<file path="src/rtl/decode_stage_pkg.sv">
// decode_stage_pkg: RV32I opcodes, one-hot ALU control words and decode record
// shared by the decode stage files.
package decode_stage_pkg;
    localparam logic [6:0] OPC_OP     = 7'b0110011;
    localparam logic [6:0] OPC_OP_IMM = 7'b0010011;
    localparam logic [6:0] OPC_LUI    = 7'b0110111;
    localparam logic [6:0] OPC_AUIPC  = 7'b0010111;
    localparam logic [6:0] OPC_JAL    = 7'b1101111;
    localparam logic [6:0] OPC_JALR   = 7'b1100111;
    localparam logic [6:0] OPC_BRANCH = 7'b1100011;
    localparam logic [6:0] OPC_LOAD   = 7'b0000011;
    localparam logic [6:0] OPC_STORE  = 7'b0100011;
    localparam logic [11:0] C_ADD  = 12'h800;
    localparam logic [11:0] C_PC4  = 12'h400;
    localparam logic [11:0] C_SUB  = 12'h200;
    localparam logic [11:0] C_SLT  = 12'h100;
    localparam logic [11:0] C_SLTU = 12'h080;
    localparam logic [11:0] C_AND  = 12'h040;
    localparam logic [11:0] C_OR   = 12'h020;
    localparam logic [11:0] C_XOR  = 12'h010;
    localparam logic [11:0] C_SLL  = 12'h008;
    localparam logic [11:0] C_SRL  = 12'h004;
    localparam logic [11:0] C_SRA  = 12'h002;
    localparam logic [11:0] C_LUI  = 12'h001;
    typedef struct packed {
        logic [11:0] ctrl;
        logic [31:0] op1;
        logic [31:0] op2;
        logic        reg_write;
        logic        mem_read;
        logic        mem_write;
        logic        branch;
        logic        jump;
        logic        illegal;
        logic        rs1_used;
        logic        rs2_used;
    } dec_t;
    // alt selects SUB for funct3=000 and SRA for funct3=101
    function automatic logic [11:0] alu_sel(input logic [2:0] f3, input logic alt);
        return f3 == 3'b000 ? (alt ? C_SUB : C_ADD) :
               f3 == 3'b001 ? C_SLL :
               f3 == 3'b010 ? C_SLT :
               f3 == 3'b011 ? C_SLTU :
               f3 == 3'b100 ? C_XOR :
               f3 == 3'b101 ? (alt ? C_SRA : C_SRL) :
               f3 == 3'b110 ? C_OR : C_AND;
    endfunction
endpackage

</file>
<file path="src/rtl/decode_stage_if.sv">
// decode_stage_if: fetch, regfile, writeback and EX signals of the decode stage.
// master is the decode stage itself, slave is its surroundings.
interface decode_stage_if;
    logic        i_InstrValid;
    logic [31:0] i_Instr_32;
    logic [31:0] i_PC_32;
    logic        o_InstrReady;
    logic [4:0]  o_Rs1Addr_5;
    logic [4:0]  o_Rs2Addr_5;
    logic [31:0] i_Rs1Data_32;
    logic [31:0] i_Rs2Data_32;
    logic        i_WbRegWrite;
    logic [4:0]  i_WbRd_5;
    logic [31:0] i_WbData_32;
    logic        i_ExLoad;
    logic [4:0]  i_ExRd_5;
    logic        i_Flush;
    logic        i_ExReady;
    logic        o_Valid;
    logic [31:0] o_PC_32;
    logic [11:0] o_ALUControl_12;
    logic [31:0] o_ALUOperand1_32;
    logic [31:0] o_ALUOperand2_32;
    logic [31:0] o_StoreData_32;
    logic [31:0] o_Rs1Val_32;
    logic [4:0]  o_RdAddr_5;
    logic        o_RegWrite;
    logic        o_MemRead;
    logic        o_MemWrite;
    logic        o_Branch;
    logic        o_Jump;
    logic [2:0]  o_Funct3_3;
    logic        o_IllegalInstr;
    modport master(
        input  i_InstrValid, i_Instr_32, i_PC_32, i_Rs1Data_32, i_Rs2Data_32,
               i_WbRegWrite, i_WbRd_5, i_WbData_32, i_ExLoad, i_ExRd_5, i_Flush, i_ExReady,
        output o_InstrReady, o_Rs1Addr_5, o_Rs2Addr_5, o_Valid, o_PC_32, o_ALUControl_12,
               o_ALUOperand1_32, o_ALUOperand2_32, o_StoreData_32, o_Rs1Val_32, o_RdAddr_5,
               o_RegWrite, o_MemRead, o_MemWrite, o_Branch, o_Jump, o_Funct3_3, o_IllegalInstr
    );
    modport slave(
        output i_InstrValid, i_Instr_32, i_PC_32, i_Rs1Data_32, i_Rs2Data_32,
               i_WbRegWrite, i_WbRd_5, i_WbData_32, i_ExLoad, i_ExRd_5, i_Flush, i_ExReady,
        input  o_InstrReady, o_Rs1Addr_5, o_Rs2Addr_5, o_Valid, o_PC_32, o_ALUControl_12,
               o_ALUOperand1_32, o_ALUOperand2_32, o_StoreData_32, o_Rs1Val_32, o_RdAddr_5,
               o_RegWrite, o_MemRead, o_MemWrite, o_Branch, o_Jump, o_Funct3_3, o_IllegalInstr
    );
endinterface

</file>
<file path="src/rtl/decode_stage_imm_gen.sv">
// decode_stage_imm_gen: sign-extended I/S/B/U/J immediates of an RV32I word
// (opcode bits are not needed, so only instr[31:7] comes in).
module decode_stage_imm_gen (
    input  logic [31:7] instr,
    output logic [31:0] imm_i,
    output logic [31:0] imm_s,
    output logic [31:0] imm_b,
    output logic [31:0] imm_u,
    output logic [31:0] imm_j
);
    assign imm_i = {{20{instr[31]}}, instr[31:20]};
    assign imm_s = {{20{instr[31]}}, instr[31:25], instr[11:7]};
    assign imm_b = {{19{instr[31]}}, instr[31], instr[7], instr[30:25], instr[11:8], 1'b0};
    assign imm_u = {instr[31:12], 12'b0};
    assign imm_j = {{11{instr[31]}}, instr[31], instr[19:12], instr[20], instr[30:21], 1'b0};
endmodule

</file>
<file path="src/rtl/decode_stage.sv">
// decode_stage: RV32I decode stage with load-use interlock and flush.
// Define DECODE_WB_BYPASS_EN to forward same-cycle writeback data onto rs1/rs2.
module decode_stage
    import decode_stage_pkg::*;
#(
    parameter logic [31:0] RESET_PC = 32'h0000_0000
) (
    input logic           clk,
    input logic           rst,
    decode_stage_if.master bus
);
    logic [31:0] instr, rs1_val, rs2_val;
    logic [31:0] imm_i, imm_s, imm_b, imm_u, imm_j;
    logic [4:0]  rs1, rs2, rd;
    logic [2:0]  f3;
    logic [6:0]  f7;
    logic        load_en, hazard, kill;
    dec_t        d;
    assign instr = bus.i_Instr_32;
    assign rs1 = instr[19:15];
    assign rs2 = instr[24:20];
    assign rd  = instr[11:7];
    assign f3  = instr[14:12];
    assign f7  = instr[31:25];
    assign bus.o_Rs1Addr_5 = rs1;
    assign bus.o_Rs2Addr_5 = rs2;
    decode_stage_imm_gen u_imm_gen (
        .instr(instr[31:7]), .imm_i(imm_i), .imm_s(imm_s), .imm_b(imm_b), .imm_u(imm_u), .imm_j(imm_j)
    );
`ifdef DECODE_WB_BYPASS_EN
    assign rs1_val = rs1 == 5'd0 ? '0 : (bus.i_WbRegWrite && bus.i_WbRd_5 == rs1) ? bus.i_WbData_32 : bus.i_Rs1Data_32;
    assign rs2_val = rs2 == 5'd0 ? '0 : (bus.i_WbRegWrite && bus.i_WbRd_5 == rs2) ? bus.i_WbData_32 : bus.i_Rs2Data_32;
`else
    logic unused_wb;
    assign unused_wb = ^{bus.i_WbRegWrite, bus.i_WbRd_5, bus.i_WbData_32};
    assign rs1_val = rs1 == 5'd0 ? '0 : bus.i_Rs1Data_32;
    assign rs2_val = rs2 == 5'd0 ? '0 : bus.i_Rs2Data_32;
`endif
    always_comb begin
        d = '0;
        case (instr[6:0])
            OPC_OP: begin
                d = '{alu_sel(f3, f7[5]), rs1_val, rs2_val, 1'b1, 1'b0, 1'b0, 1'b0, 1'b0, 1'b0, 1'b1, 1'b1};
                d.illegal = !(f7 == 7'b0 || (f7 == 7'b0100000 && (f3 == 3'b000 || f3 == 3'b101)));
            end
            OPC_OP_IMM: begin
                d = '{alu_sel(f3, f3 == 3'b101 && f7[5]), rs1_val, imm_i, 1'b1, 1'b0, 1'b0, 1'b0, 1'b0, 1'b0, 1'b1, 1'b0};
                d.illegal = f3 == 3'b001 ? f7 != 7'b0 : f3 == 3'b101 ? (f7 != 7'b0 && f7 != 7'b0100000) : 1'b0;
            end
            OPC_LUI:    d = '{C_LUI, 32'd0, imm_u, 1'b1, 1'b0, 1'b0, 1'b0, 1'b0, 1'b0, 1'b0, 1'b0};
            OPC_AUIPC:  d = '{C_ADD, bus.i_PC_32, imm_u, 1'b1, 1'b0, 1'b0, 1'b0, 1'b0, 1'b0, 1'b0, 1'b0};
            OPC_JAL:    d = '{C_PC4, bus.i_PC_32, imm_j, 1'b1, 1'b0, 1'b0, 1'b0, 1'b1, 1'b0, 1'b0, 1'b0};
            OPC_JALR:   d = '{C_PC4, rs1_val, imm_i, 1'b1, 1'b0, 1'b0, 1'b0, 1'b1, f3 != 3'b000, 1'b1, 1'b0};
            OPC_BRANCH: d = '{C_ADD, bus.i_PC_32, imm_b, 1'b0, 1'b0, 1'b0, 1'b1, 1'b0, f3[2:1] == 2'b01, 1'b1, 1'b1};
            OPC_LOAD:   d = '{C_ADD, rs1_val, imm_i, 1'b1, 1'b1, 1'b0, 1'b0, 1'b0, f3 == 3'b011 || f3[2:1] == 2'b11, 1'b1, 1'b0};
            OPC_STORE:  d = '{C_ADD, rs1_val, imm_s, 1'b0, 1'b0, 1'b1, 1'b0, 1'b0, f3[2] || f3 == 3'b011, 1'b1, 1'b1};
            default:    d.illegal = 1'b1;
        endcase
        if (d.illegal) {d.ctrl, d.reg_write, d.mem_read, d.mem_write, d.branch, d.jump} = '0;
        if (rd == 5'd0) d.reg_write = 1'b0;
    end
    assign load_en = !bus.o_Valid || bus.i_ExReady;
    assign hazard  = bus.i_InstrValid && bus.i_ExLoad && bus.i_ExRd_5 != 5'd0 &&
                     ((d.rs1_used && rs1 == bus.i_ExRd_5) || (d.rs2_used && rs2 == bus.i_ExRd_5));
    assign kill    = bus.i_Flush || (load_en && (hazard || !bus.i_InstrValid));
    assign bus.o_InstrReady = bus.i_Flush || (load_en && !hazard);
    // Killing clears only the control bits; data fields keep their last value.
    always_ff @(posedge clk or posedge rst) begin
        if (rst) begin
            {bus.o_Valid, bus.o_ALUControl_12, bus.o_RegWrite, bus.o_MemRead, bus.o_MemWrite,
             bus.o_Branch, bus.o_Jump, bus.o_IllegalInstr} <= '0;
            {bus.o_ALUOperand1_32, bus.o_ALUOperand2_32, bus.o_StoreData_32, bus.o_Rs1Val_32,
             bus.o_RdAddr_5, bus.o_Funct3_3} <= '0;
            bus.o_PC_32 <= RESET_PC;
        end else if (kill) begin
            {bus.o_Valid, bus.o_ALUControl_12, bus.o_RegWrite, bus.o_MemRead, bus.o_MemWrite,
             bus.o_Branch, bus.o_Jump, bus.o_IllegalInstr} <= '0;
        end else if (load_en) begin
            {bus.o_Valid, bus.o_ALUControl_12, bus.o_RegWrite, bus.o_MemRead, bus.o_MemWrite,
             bus.o_Branch, bus.o_Jump, bus.o_IllegalInstr} <=
                {1'b1, d.ctrl, d.reg_write, d.mem_read, d.mem_write, d.branch, d.jump, d.illegal};
            {bus.o_ALUOperand1_32, bus.o_ALUOperand2_32, bus.o_StoreData_32, bus.o_Rs1Val_32,
             bus.o_RdAddr_5, bus.o_Funct3_3} <= {d.op1, d.op2, rs2_val, rs1_val, rd, f3};
            bus.o_PC_32 <= bus.i_PC_32;
        end
    end
endmodule

</file>
<file path="src/flat_wrapper.sv">
// flat-port wrapper written by rule: the top's interface ports become plain ports
module decode_stage_flat import decode_stage_pkg::*;
#(
    parameter logic [31:0] RESET_PC = 32'h0000_0000
)
  (clk, rst, bus_i_InstrValid, bus_i_Instr_32, bus_i_PC_32, bus_i_Rs1Data_32, bus_i_Rs2Data_32, bus_i_WbRegWrite, bus_i_WbRd_5, bus_i_WbData_32, bus_i_ExLoad, bus_i_ExRd_5, bus_i_Flush, bus_i_ExReady, bus_o_InstrReady, bus_o_Rs1Addr_5, bus_o_Rs2Addr_5, bus_o_Valid, bus_o_PC_32, bus_o_ALUControl_12, bus_o_ALUOperand1_32, bus_o_ALUOperand2_32, bus_o_StoreData_32, bus_o_Rs1Val_32, bus_o_RdAddr_5, bus_o_RegWrite, bus_o_MemRead, bus_o_MemWrite, bus_o_Branch, bus_o_Jump, bus_o_Funct3_3, bus_o_IllegalInstr);
  decode_stage_if bus_i ();
  input logic clk;
  input logic rst;
  input wire logic [$bits(bus_i.i_InstrValid)-1:0] bus_i_InstrValid;
  input wire logic [$bits(bus_i.i_Instr_32)-1:0] bus_i_Instr_32;
  input wire logic [$bits(bus_i.i_PC_32)-1:0] bus_i_PC_32;
  input wire logic [$bits(bus_i.i_Rs1Data_32)-1:0] bus_i_Rs1Data_32;
  input wire logic [$bits(bus_i.i_Rs2Data_32)-1:0] bus_i_Rs2Data_32;
  input wire logic [$bits(bus_i.i_WbRegWrite)-1:0] bus_i_WbRegWrite;
  input wire logic [$bits(bus_i.i_WbRd_5)-1:0] bus_i_WbRd_5;
  input wire logic [$bits(bus_i.i_WbData_32)-1:0] bus_i_WbData_32;
  input wire logic [$bits(bus_i.i_ExLoad)-1:0] bus_i_ExLoad;
  input wire logic [$bits(bus_i.i_ExRd_5)-1:0] bus_i_ExRd_5;
  input wire logic [$bits(bus_i.i_Flush)-1:0] bus_i_Flush;
  input wire logic [$bits(bus_i.i_ExReady)-1:0] bus_i_ExReady;
  output wire logic [$bits(bus_i.o_InstrReady)-1:0] bus_o_InstrReady;
  output wire logic [$bits(bus_i.o_Rs1Addr_5)-1:0] bus_o_Rs1Addr_5;
  output wire logic [$bits(bus_i.o_Rs2Addr_5)-1:0] bus_o_Rs2Addr_5;
  output wire logic [$bits(bus_i.o_Valid)-1:0] bus_o_Valid;
  output wire logic [$bits(bus_i.o_PC_32)-1:0] bus_o_PC_32;
  output wire logic [$bits(bus_i.o_ALUControl_12)-1:0] bus_o_ALUControl_12;
  output wire logic [$bits(bus_i.o_ALUOperand1_32)-1:0] bus_o_ALUOperand1_32;
  output wire logic [$bits(bus_i.o_ALUOperand2_32)-1:0] bus_o_ALUOperand2_32;
  output wire logic [$bits(bus_i.o_StoreData_32)-1:0] bus_o_StoreData_32;
  output wire logic [$bits(bus_i.o_Rs1Val_32)-1:0] bus_o_Rs1Val_32;
  output wire logic [$bits(bus_i.o_RdAddr_5)-1:0] bus_o_RdAddr_5;
  output wire logic [$bits(bus_i.o_RegWrite)-1:0] bus_o_RegWrite;
  output wire logic [$bits(bus_i.o_MemRead)-1:0] bus_o_MemRead;
  output wire logic [$bits(bus_i.o_MemWrite)-1:0] bus_o_MemWrite;
  output wire logic [$bits(bus_i.o_Branch)-1:0] bus_o_Branch;
  output wire logic [$bits(bus_i.o_Jump)-1:0] bus_o_Jump;
  output wire logic [$bits(bus_i.o_Funct3_3)-1:0] bus_o_Funct3_3;
  output wire logic [$bits(bus_i.o_IllegalInstr)-1:0] bus_o_IllegalInstr;
  assign bus_i.i_InstrValid = bus_i_InstrValid;
  assign bus_i.i_Instr_32 = bus_i_Instr_32;
  assign bus_i.i_PC_32 = bus_i_PC_32;
  assign bus_i.i_Rs1Data_32 = bus_i_Rs1Data_32;
  assign bus_i.i_Rs2Data_32 = bus_i_Rs2Data_32;
  assign bus_i.i_WbRegWrite = bus_i_WbRegWrite;
  assign bus_i.i_WbRd_5 = bus_i_WbRd_5;
  assign bus_i.i_WbData_32 = bus_i_WbData_32;
  assign bus_i.i_ExLoad = bus_i_ExLoad;
  assign bus_i.i_ExRd_5 = bus_i_ExRd_5;
  assign bus_i.i_Flush = bus_i_Flush;
  assign bus_i.i_ExReady = bus_i_ExReady;
  assign bus_o_InstrReady = bus_i.o_InstrReady;
  assign bus_o_Rs1Addr_5 = bus_i.o_Rs1Addr_5;
  assign bus_o_Rs2Addr_5 = bus_i.o_Rs2Addr_5;
  assign bus_o_Valid = bus_i.o_Valid;
  assign bus_o_PC_32 = bus_i.o_PC_32;
  assign bus_o_ALUControl_12 = bus_i.o_ALUControl_12;
  assign bus_o_ALUOperand1_32 = bus_i.o_ALUOperand1_32;
  assign bus_o_ALUOperand2_32 = bus_i.o_ALUOperand2_32;
  assign bus_o_StoreData_32 = bus_i.o_StoreData_32;
  assign bus_o_Rs1Val_32 = bus_i.o_Rs1Val_32;
  assign bus_o_RdAddr_5 = bus_i.o_RdAddr_5;
  assign bus_o_RegWrite = bus_i.o_RegWrite;
  assign bus_o_MemRead = bus_i.o_MemRead;
  assign bus_o_MemWrite = bus_i.o_MemWrite;
  assign bus_o_Branch = bus_i.o_Branch;
  assign bus_o_Jump = bus_i.o_Jump;
  assign bus_o_Funct3_3 = bus_i.o_Funct3_3;
  assign bus_o_IllegalInstr = bus_i.o_IllegalInstr;
  decode_stage #(.RESET_PC(RESET_PC)) u_core (.clk(clk), .rst(rst), .bus(bus_i));
endmodule
</file>
<file path="config.mk">
export PLATFORM = sky130hd
export DESIGN_NAME = decode_stage_flat
export DESIGN_NICKNAME = d
export VERILOG_FILES = /design/src/rtl/decode_stage_pkg.sv /design/src/rtl/decode_stage_if.sv /design/src/rtl/decode_stage_imm_gen.sv /design/src/rtl/decode_stage.sv /design/src/flat_wrapper.sv
export SDC_FILE = /design/constraint.sdc
export NUM_CORES = 1
export LEC_CHECK = 0
export ABC_AREA = 1
export BUFFER_PORTS_ARGS = -buffer_cell sky130_fd_sc_hd__buf_2
export CORE_MARGIN = 1.5
export CORE_UTILIZATION = 46
export CTS_CLUSTER_DIAMETER = 150
export DETAILED_ROUTE_END_ITERATION = 8
export PLACE_DENSITY = 0.76
export SYNTH_ARGS = -nofsm -noshare
export SYNTH_HDL_FRONTEND = slang
export SYNTH_SLANG_ARGS = --single-unit
</file>
<file path="constraint.sdc">
create_clock -name clk -period 7.4 [get_ports clk]
set_input_delay 0.74 -clock clk [delete_from_list [all_inputs] [get_ports clk]]
set_output_delay 0.74 -clock clk [all_outputs]
set_load 0.03 [all_outputs]
</file>
==> impl_metrics.ini, run 1 <==
[worst_setup_path]
slowest_delay_ns = 0.80
critical_path.most_common_cell = nand2_1
r2r_start = u_core.bus.o_Valid
cp_cell_sequence = buf_2 > nor2_1 > inv_1 > nor2_2 > inv_4 > nand3_4 > buf_4 > nand2_1 > nand2_1
end_kind = flip-flop
cp.required_ns = 7.76
crit_type = primary input to flip-flop
critPathLaunchType = primary input
crit_fanout = 101
crit_path_start = bus_i_ExReady
worst_path_max_delay_cell = buf_4
arrival_ns = 4.03

[yosys]
synth.top_cell.area_share_pct = 47.88
ys_top_cells_by_area = dfrtp_1 (48%), nand2_1 (21%), nand4_1 (8.6%), nand3_1 (4.2%), inv_1 (4.0%)
synth_nets = 1490
synth.largest_area_cell = dfrtp_1
yosys-top-cells-count = nand2_1 (535), dfrtp_1 (186), nand4_1 (133), inv_1 (103), nand3_1 (82)
ys.flop_type = dfrtp_1
yosysMostFrequentCell = nand2_1
yosys.area_share.simple_pct = 36.90
synth_mux_area_share_pct = 0
yosysSeqAreaShare_pct = 47.88
synth_top_family_by_area = simple AND/OR/NAND/NOR gates
ys_seq_elements = 186
ys_warn_count = 0
synth-xor-area-share_pct = 0.2703
netlist_instances = 1313
synth_cell_types = 30
synthArstFlopShare_pct = 100.0
synthAdderAreaFrac_pct = 0
syn_avg_cell_area_um2 = 7.404
syn_area_um2 = 9722
synth_edf_count = 0
synth_compound_area_share_pct = 5.483

[sta]
setup_tns_ns = 0
rsz0062_at_grt = false
fin_crit_sh_pct = 49.62
worst_pin_slew_ns = 1.105
period_needed_ns = 3.672
hold_viol = 0
fmax_ghz = 0.2724
relSlewSlack_pct = 26.30
clock_skew_ns = 0.008423
maxSlewViolCount = 0
finalSetupViolCount = 0

[die]
coreArea_um2 = 20490
rows = 52
io_pins = 375
die-area_um2 = 22020
chipWidth_um = 148.4
die_h_um = 148.4
start_util_pct = 47.44

[job]
drv_cap = 0

[placement]
dpl_cell_area_um2 = 11330
gp_congestion = 0.9465
dpl.hpwl_mm = 23.25
port_buffers = 336
post-place-cells = 1828

[detailed_routing]
firstDrtPassIters = 7
vias = 10167
routedWlPerCell_um = 18.39
drt_iter0_drc = 866
wirelength_mm = 34.26
remaining_drc_errors = 0
via_per_inst = 5.457
antenna_left = 0

[min_path]
hold_class = primary input to asynchronous set/reset pin

[cts]
clk_latency_ns = 0.44
tritoncts = done
postCtsSetupBuffers = 0
cts_buffer_depth = 2
clk_pin_slew_ns = 0.07
cts_made_buffers = 17
cts.htree.levels = 4
cts_resized = 0
cts.sinks = 186
hold_buffers = 0
clock_tree.root_cell = clkbuf_16

[grt]
antenna_found_initial = 1
grt_remaining_overflow = 0
grtUsageTotal_pct = 30.74
grt_pass1_vias = 9539
grt_pass1_wl_mm = 52.22
grt_max_degree = 118

[pwr]
p_per_area_nw_per_um2 = 229.2
p_leak_uw = 0.007113
fin_total_pwr_uw = 2738
peakVddDrop_mv = 0.1476

[run_status]
outcome = finished clean

[cells_and_area]
syn2layout_area_growth_pct = 22.91
final_nets = 1754
finalNonFillerCells = 1863
drive_gt1_share_pct = 25.35
fin_util_pct = 58.30
design_area_um2 = 11950
-- worst max-delay path, delay by kind of cell --
family / cells / cell delay (ns)
buffers and inverters: 4 / 1.55
and+or+nand+nor: 5 / 1.63
-- per-layer routing --
layer | vias up | GRT usage [%] | part of all wire [%]
met5 | - | 0 | 0
met4 | 0 | 13.37 | 3.5
met3 | 74 | 6.933 | 9.1
met2 | 563 | 47.08 | 46
met1 | 4743 | 41.96 | 42
li1 | 4787 | - | -
-- per-stage QoR --
step	hold slack (ns)	worst slack [ns]
floorplan	0.6482	1.603
global placement	0.4487	3.416
detailed placement	0.4527	3.368
CTS	0.4707	3.788
global route	0.4957	3.492
finish	0.4576	3.728
-- path summary, 6_finish.rpt --
check,end,slack [ns],cells after the start
worst max register to register,u_core.bus.o_Rs1Val_32[16],3.76,9
max in group asynchronous,u_core.bus.o_ALUControl_12[6],5.43,3
min in group clk,u_core.bus.o_Rs1Val_32[29],0.47,2
worst min-delay path,u_core.bus.o_RdAddr_5[2],0.46,2
worst min register to register,u_core.bus.o_Rs1Val_32[29],0.47,2
worst max-delay path,u_core.bus.o_Rs1Val_32[16],3.73,9
-- cells by family after synthesis --
logic type / Yosys count
simple gates: 817
xor+xnor: 3
flops: 186
compound gates: 98
buf+inv: 209
-- sequential cells by signal (all words and copies together) (netlist names), 3 cells and up --
| register | flops |
|---|---|
| u_core.bus.o_StoreData_32 | 32 |
| u_core.bus.o_ALUOperand1_32 | 32 |
| u_core.bus.o_ALUControl_12 | 12 |
| u_core.bus.o_PC_32 | 32 |
| u_core.bus.o_Rs1Val_32 | 32 |
| u_core.bus.o_Funct3_3 | 3 |
| u_core.bus.o_ALUOperand2_32 | 32 |
| u_core.bus.o_RdAddr_5 | 5 |
-- area by class of cell --
| cell class | instances | area (um^2) |
|---|---|---|
| clock buffers | 17 | 425.4 |
| flip-flops and latches | 186 | 4654 |
| clock inverters | 15 | 181.4 |
| inverters | 107 | 414.1 |
| repair buffers | 347 | 1764 |
| diodes | 3 | 7.507 |
| well taps | 270 | 337.8 |
| fillers | 1922 | 8546 |
| multi-input cells | 918 | 4164 |
-- report_power, final --
group / total [uW] / switching, uW / internal [uW]
Sequential: 1160 / 51.7 / 1110
Clock: 959 / 448 / 512
Combinational: 615 / 454 / 161
-- layout by cell type, fill, tap and decap left out, drive strengths merged --
| master | instances |
|---|---|
| nand2 | 543 |
| bufinv | 2 |
| diode | 3 |
| o21ai | 64 |
| or2 | 3 |
| nand4 | 133 |
| clkbuf | 17 |
| inv | 113 |
| nor2 | 44 |
| xnor2 | 3 |
| a22oi | 3 |
| nand3b | 2 |
| o221ai | 1 |
| nor3 | 6 |
| nor4 | 2 |
| o211ai | 9 |
| buf | 347 |
| dfrtp | 186 |
| nor3b | 1 |
| clkinv | 6 |
| clkinvlp | 1 |
| nand3 | 83 |
| o22ai | 4 |
| a21oi | 17 |
No activity file was read; power rests on OpenSTA's default activity.
==> run 2, diff against run 1 <==
==> constraint.sdc (replaced) <==
create_clock -name clk -period 3.8 [get_ports clk]
set_input_delay 0.38 -clock clk [delete_from_list [all_inputs] [get_ports clk]]
set_output_delay 0.38 -clock clk [all_outputs]
set_load 0.03 [all_outputs]
==> run 2 against run 1 <==
  * Final cell count up 0.16%
  * First-iteration DRC count up 5.0%
  * Highest routed layer unchanged
  * Largest cell class unchanged
  * Non-clock buffer count rose by 4
  * Critical endpoint is now u_core.bus.o_StoreData_32[26]
==> impl_metrics.ini, run 2 (same netlist as run 1, synthesis figures left out) <==
[cells_and_area]
final_cell_mix = nand2_1 (535), buf_2 (336), dfrtp_1 (186), nand4_1 (133), inv_1 (102)
drive_gt1_share_pct = 25.53
final_nets = 1758
syn2layout_area_growth_pct = 23.63
layout_commonest_cell = nand2_1
finalNonFillerCells = 1866

[placement]
port_buffers = 336
gp_congestion = 0.9587
post-place-cells = 1832
dpl.hpwl_mm = 22.91

[sta]
fmax_ghz = 0.3691
maxSlewViolCount = 0
clock_skew_ns = 0.01062
setup_tns_ns = 0
relSlewSlack_pct = 24.69
rsz0062_at_grt = false
worst_pin_slew_ns = 1.130
hold_viol = 0
period_needed_ns = 2.709
finalSetupViolCount = 0
hold_ws_ns = 0.1679
fin_crit_sh_pct = 71.29

[cts]
clock_tree.root_cell = clkbuf_16
cts_made_buffers = 17
cts.htree.levels = 4
cts.sinks = 186
clk_latency_ns = 0.44
postCtsSetupBuffers = 0
tritoncts = done
cts_buffer_depth = 2
hold_buffers = 0
cts_resized = 0
clk_pin_slew_ns = 0.07

[die]
rows = 52
io_pins = 375
start_util_pct = 47.44
coreArea_um2 = 20490
chipWidth_um = 148.4
die_h_um = 148.4
die-area_um2 = 22020

[detailed_routing]
remaining_drc_errors = 0
via_per_inst = 5.459
firstDrtPassIters = 5
vias = 10187
wirelength_mm = 33.86
routedWlPerCell_um = 18.14
drt_iter0_drc = 909
antenna_left = 0

[pwr]
internal-power_uw = 3451
sequentialPowerShare_pct = 42.5
peakVddDrop_mv = 0.2932
fin_total_pwr_uw = 5326
sw_frac_of_total_pct = 35.20
combPwrFrac_pct = 22.6
p_per_area_nw_per_um2 = 443.2
clkPwrFrac_pct = 34.9
p_switching_uw = 1875
p_leak_uw = 0.007148

[grt]
grt_pass1_vias = 9521
antenna_found_initial = 2
grt_max_degree = 187
grt_pass1_wl_mm = 52.45
grt_remaining_overflow = 0
grtUsageTotal_pct = 30.64

[worst_setup_path]
worst_path_max_delay_cell = buf_4
r2r_start = u_core.bus.o_Valid
arrival_ns = 3.07
crit_path_start = u_core.bus.o_Valid
reg2regPathDepth = 9
reg2reg_to = u_core.bus.o_StoreData_32[26]
crit_fanout = 99
endpoint = u_core.bus.o_StoreData_32[26]
crit_type = flip-flop to flip-flop
reg2reg_slack_ns = 1.09
slowest_delay_ns = 0.93
end_kind = flip-flop
critPathLaunchType = flip-flop
cp_cell_sequence = inv_1 > nor2_1 > inv_1 > nor2_2 > inv_4 > buf_4 > buf_4 > nand4_1 > nand2_1
cp.required_ns = 4.16

[run_status]
outcome = finished clean

[job]
drv_cap = 0

[min_path]
hold_class = primary input to asynchronous set/reset pin
-- run 2: cell types whose count changed in the layout (fill, tap and decap cells not counted) --
cell	previous run	this run
buf_12	0	3
clkinv_8	1	3
inv_6	4	2
buf_4	11	12
bufinv_16	2	1
clkbuf_8	0	1
clkinv_2	1	0
diode_2	3	2
inv_8	3	4
-- run 2: final cells by class --
type,count,area (um^2)
fill,1928,8476
sequential,186,4654
multi-input combinational,918,4164
timing repair buffer,351,1832
clock buffer,18,439.2
inverter,107,410.4
tap,270,337.8
clock inverter,14,176.4
antenna,2,5.005
-- run 2: how the worst min path moves through the flow --
stage | endpoint | depth (start not counted)
6_report | u_core.bus.o_Rs1Val_32[5] | 3
5_1_grt | u_core.bus.o_PC_32[11] | 3
4_1_cts | u_core.bus.o_PC_32[11] | 3
3_5_place_dp | u_core.bus.o_StoreData_32[20] | 2
3_3_place_gp | u_core.bus.o_PC_32[1] | 2
2_1_floorplan | u_core.bus.o_Funct3_3[1] | 2
-- run 2: layer usage --
metal / part of all wire [%] / wire length [um] / GRT usage, %
met4: 3.8 / 1300 / 14.01
met2: 46 / 15420 / 46.80
met3: 9.4 / 3174 / 6.043
met5: 0 / 0 / 0
met1: 41 / 13960 / 42.22
-- run 2: power groups by stage --
stage / sequential, uW / combinational (uW) / clock, uW
global route: 2290 / 1300 / 1960
CTS: 2260 / 1210 / 1880
detailed placement: 2300 / 1200 / 0
finish: 2270 / 1200 / 1860
global placement: 2290 / 1190 / 0
floorplan: 2680 / 386 / 0
-- run 2: critical path, delay by kind of cell, from the launching register on --
kind                   cells  cell delay, ns
AND/OR/NAND/NOR            4            0.48
buffers and inverters      5            1.72
flip-flops                 1            0.37
-- run 2: through the flow --
stage               setup WS [ns]  util, %  area, um^2
finish                      1.091    58.64       12020
global route               0.9122    58.64       12020
CTS                         1.149    58.62       12010
detailed placement          1.119    55.62       11400
global placement            1.102    55.62       11400
floorplan                   1.027        -        9726
